===== config.mk =====
export PLATFORM = sky130hd
export DESIGN_NAME = run_stuffer
export DESIGN_NICKNAME = d
export VERILOG_FILES = /design/src/rtl/run_stuffer.sv
export SDC_FILE = /design/constraint.sdc
export NUM_CORES = 1
export LEC_CHECK = 0
export CORE_AREA = 4 4 41 43
export DETAILED_ROUTE_END_ITERATION = 16
export DIE_AREA = 0 0 45 47
export PLACE_DENSITY = 0.58
export SKIP_LAST_GASP = 1
export SYNTH_ARGS = -nofsm -noshare
export SYNTH_HDL_FRONTEND = slang
export SYNTH_SLANG_ARGS = --single-unit

===== constraint.sdc =====
create_clock -name clk -period 1.52 [get_ports clk]
set_input_delay 0.304 -clock clk [delete_from_list [all_inputs] [get_ports clk]]
set_output_delay 0.304 -clock clk [all_outputs]
set_load 0.01 [all_outputs]

===== src/rtl/run_stuffer.sv =====
// Serial bit-stuffing transmitter: after every MAX_RUN identical output bits it
// inserts a complemented stuff bit so no run on the line exceeds MAX_RUN.
module run_stuffer #(
  parameter int MAX_RUN = 3
) (
  input  logic clk,
  input  logic rst,
  input  logic in_bit,
  input  logic in_valid,
  output logic in_ready,
  output logic out_bit,
  output logic out_valid,
  input  logic out_ready,
  output logic out_stuff
);

  localparam int CW = (MAX_RUN < 1) ? 1 : $clog2(MAX_RUN + 1);
  localparam logic [CW-1:0] RUN_MAX = CW'(MAX_RUN);
  localparam logic [CW-1:0] RUN_ONE = CW'(1);

  // Handshake: a bit moves on a rising edge only when valid & ready are both
  // high in that cycle; in_ready is combinational, out_valid/out_bit/out_stuff
  // are registered and hold stable while out_valid & ~out_ready.
  logic            last_bit;
  logic [CW-1:0]   run_cnt;
  logic            load_ok;
  logic            need_stuff;

  assign load_ok    = ~out_valid | out_ready;
  assign need_stuff = (run_cnt == RUN_MAX);
  assign in_ready   = load_ok & ~need_stuff;

  always_ff @(posedge clk or posedge rst) begin
    if (rst) begin
      out_bit   <= 1'b0;
      out_valid <= 1'b0;
      out_stuff <= 1'b0;
      last_bit  <= 1'b0;
      run_cnt   <= '0;
    end else if (load_ok) begin
      if (need_stuff) begin
        // The stuff bit opens a new run, so following data can extend it.
        out_bit   <= ~last_bit;
        out_stuff <= 1'b1;
        out_valid <= 1'b1;
        last_bit  <= ~last_bit;
        run_cnt   <= RUN_ONE;
      end else if (in_valid) begin
        out_bit   <= in_bit;
        out_stuff <= 1'b0;
        out_valid <= 1'b1;
        if (in_bit == last_bit && run_cnt != '0) begin
          run_cnt <= run_cnt + RUN_ONE;
        end else begin
          run_cnt  <= RUN_ONE;
          last_bit <= in_bit;
        end
      end else begin
        // Idle gaps leave the run history untouched.
        out_valid <= 1'b0;
      end
    end
  end

endmodule

==> results by group <==
Synth
  – Dominant synthesized flop cell: dfrtp_1
  – Synth top cells by count: 6 x dfrtp_1, 4 x inv_1, 4 x nor2_1
  – Synth Register Bits: 6
  – Count leader, synth: dfrtp_1
  – Count of cell types in the netlist: 20
  – Share of the synthesized area in the top cell type: 40.5%
  – Gate Count Post-Synth: 34
  – Seq/Total Area, Yosys: 40.5%
  – Number of synthesized flops with an enable pin: 0
  – Post-synth design cell area: 370 um2
  – Syn_nets: 41
  – Mapped Avg Cell Area: 10.9 um2
  – Yosys warns: 0
  – Post-synth ARST share: 100%
  – Cell taking the most area after synthesis: dfrtp_1
  – Synth area leaders: dfrtp_1 41%, ha_1 6.8%, mux2i_1 5.4%

Cells and area
  – Antenna cells: 0
  – Area growth syn-to-layout: 37.2%
  – Share of layout cells above drive strength 1: 33.3%
  – Final nets: 57

Timing
  – Achievable Freq: 677 MHz
  – Setup violators final: 0
  – Tmin final: 1.48 ns
  – Fin worst setup slack: 0.0418 ns
  – Final Skew: 0.000140 ns
  – RSZ-0062 raised after global routing: no
  – Final period util: 97.2%
  – Slew Limit Fails: 0
  – Slew @ Worst Pin: 0.244 ns
  – Slew headroom: 83.7%
  – Final Hold Viols: 0

Floorplan
  – Row cnt: 13
  – Core Region: 1300 um2
  – Top Ports: 9
  – Full die area: 2120 um2
  – Initial Utilization: 28.5%
  – Die Ht: 47 um
  – Die Wd: 45 um

Worst setup path
  – CP Capture Type: output pin
  – CP max stage delay: 0.55 ns
  – Worst r2r dst: out_bit
  – Worst Path Required: 1.22 ns
  – Stages on worst setup path: 1
  – Reg-to-reg critical path startpoint: run_cnt[0]
  – CP max-delay cell: clkdlybuf4s50_1
  – R2R Setup Slk: 0.13 ns
  – CP Max Fanout: 3
  – CP startpoint: out_valid
  – Crit path cell chain: clkdlybuf4s50_1
  – Critical Path End: out_valid
  – Worst Reg-to-Reg Cells: 4
  – Critical path class: flip-flop to output pin
  – Worst path top cell family by delay: buffers and inverters
  – WP data arrival: 1.17 ns
  – Crit path launch type: flip-flop
  – Buffers and inverters on the worst path: 1

Pwr
  – Power Density: 1670 nW/um2
  – PnR Total Power: 847 uW
  – Max IR drop VDD: 0.628 mV
  – Leakage: 0.239 nW

Clocking
  – H-tree Lvls: 1
  – Clock Sinks: 6
  – CTS root buffer: clkbuf_4
  – Max clock buf depth: 2
  – CTS clk-pin slew, worst paths: 0.05 ns
  – Setup bufs post-CTS: 0
  – Total CTS buffers: 3
  – Insertion delay of the later-clocked pin in the worst-skew pair: 0.25 ns
  – Cts hold-fix bufs: 0
  – CTS tree: built

Detailed routing
  – Antenna-violating nets left: 0
  – DR vias/cell: 4.60
  – DRC: 0
  – Initial DRC count: 2
  – Total iterations of the first detailed-routing run: 4
  – Final wirelength: 745 um
  – Per-cell routed wire length: 11.8 um
  – Vias: 290

GRT
  – Global Route Usage Sum: 9.12%
  – Total gr overflow: 0
  – Antenna violations before repair: 0
  – Vias in the first global route: 305
  – Pin count of the biggest net entering global routing: 9
  – First-pass GRT wire length: 1.30 mm

Placed design
  – Routability cong.: 0.679
  – Dpl ws: -0.360 ns
  – DP HPWL: 593 um
  – Port Buffer Count: 8

Flow run
  – Max-capacitance violation count: 0

Status
  – Status: finished, final reports clean

Hold path
  – Min-Delay Path Class: primary input to asynchronous set/reset pin
## layer usage
| metal | global-route usage, % | vias up | routed length (um) |
|---|---|---|---|
| met3 | 3.45 | 3 | 45 |
| met2 | 13.6 | 8 | 375 |
| li1 | - | 144 | - |
| met5 | 0 | - | 0 |
| met1 | 10.6 | 135 | 299 |
| met4 | 7.02 | 0 | 24 |
## registers in the layout, summed over array words and instances (netlist names)
signal and flops:
last_bit 1, out_bit 1, out_stuff 1, out_valid 1, run_cnt 2
## logic make-up after synthesis
group	count (synthesis)	synth area share (%)
AND/OR/NAND/NOR	13	22.0
multiplexers	3	9.46
XOR/XNOR	1	2.37
flip-flops	6	40.5
adder cells (fa/ha/maj)	2	6.76
buffers and inverters	5	7.09
AO/OA/AOI/OAI	4	11.8
## layout by cell type (no fill, tap or decap)
cell / n
nor2_1: 3
nand2b_2: 1
nand2b_1: 1
o21ai_4: 1
nor4b_2: 1
or3_1: 1
nand3b_1: 1
dfrtp_1: 6
nand2_1: 2
buf_4: 4
inv_1: 4
o22a_1: 1
clkdlybuf4s50_1: 7
clkbuf_4: 3
buf_2: 1
mux2i_1: 2
o21ai_2: 1
xor2_1: 1
ha_1: 2
nor2_2: 1
nor3_1: 1
mux2_4: 1
a22o_2: 1
and2b_4: 1
## what timing repair did
action                                 CTS  global route
gates resized for setup                  4             1
endpoints found under the hold margin    0             0
setup endpoints to repair                1             1
## power breakdown
group	leakage (nW)	internal, mW	switching (mW)
Combinational	0.155	0.241	0.177
Clock	0.0138	0.0900	0.0682
Sequential	0.0695	0.224	0.0471
Total	0.239	0.555	0.292
## how the worst min path moves through the flow
stage / startpoint / to / slack, ns / cells past startpoint
floorplan: rst / last_bit / 0.09 / 1
global placement: out_stuff / out_stuff / 0.49 / 1
detailed placement: out_bit / out_bit / 0.49 / 1
CTS: rst / out_stuff / 0.28 / 2
global route: rst / run_cnt[0] / 0.29 / 2
finish: rst / out_stuff / 0.27 / 2
## stage by stage
step	setup TNS [ns]	instance area (um2)	cells	util, %	hold WS [ns]
2_1_floorplan	0	370	34	-	0.0950
3_3_place_gp	-0.413	488	60	37.5	0.495
3_5_place_dp	-0.464	488	60	37.5	0.492
4_1_cts	0	505	63	38.8	0.279
5_1_grt	0	508	63	39.0	0.294
6_report	0	508	63	39.0	0.271
## layout make-up
| class | count | area (um2) |
|---|---|---|
| multi-input cells | 23 | 196 |
| repair buffers | 12 | 105 |
| well taps | 15 | 18.8 |
| clock buffers | 3 | 22.5 |
| flip-flops and latches | 6 | 150 |
| inverters | 4 | 15.0 |
| fillers | 148 | 793 |
No activity file was read; power rests on OpenSTA's default activity.
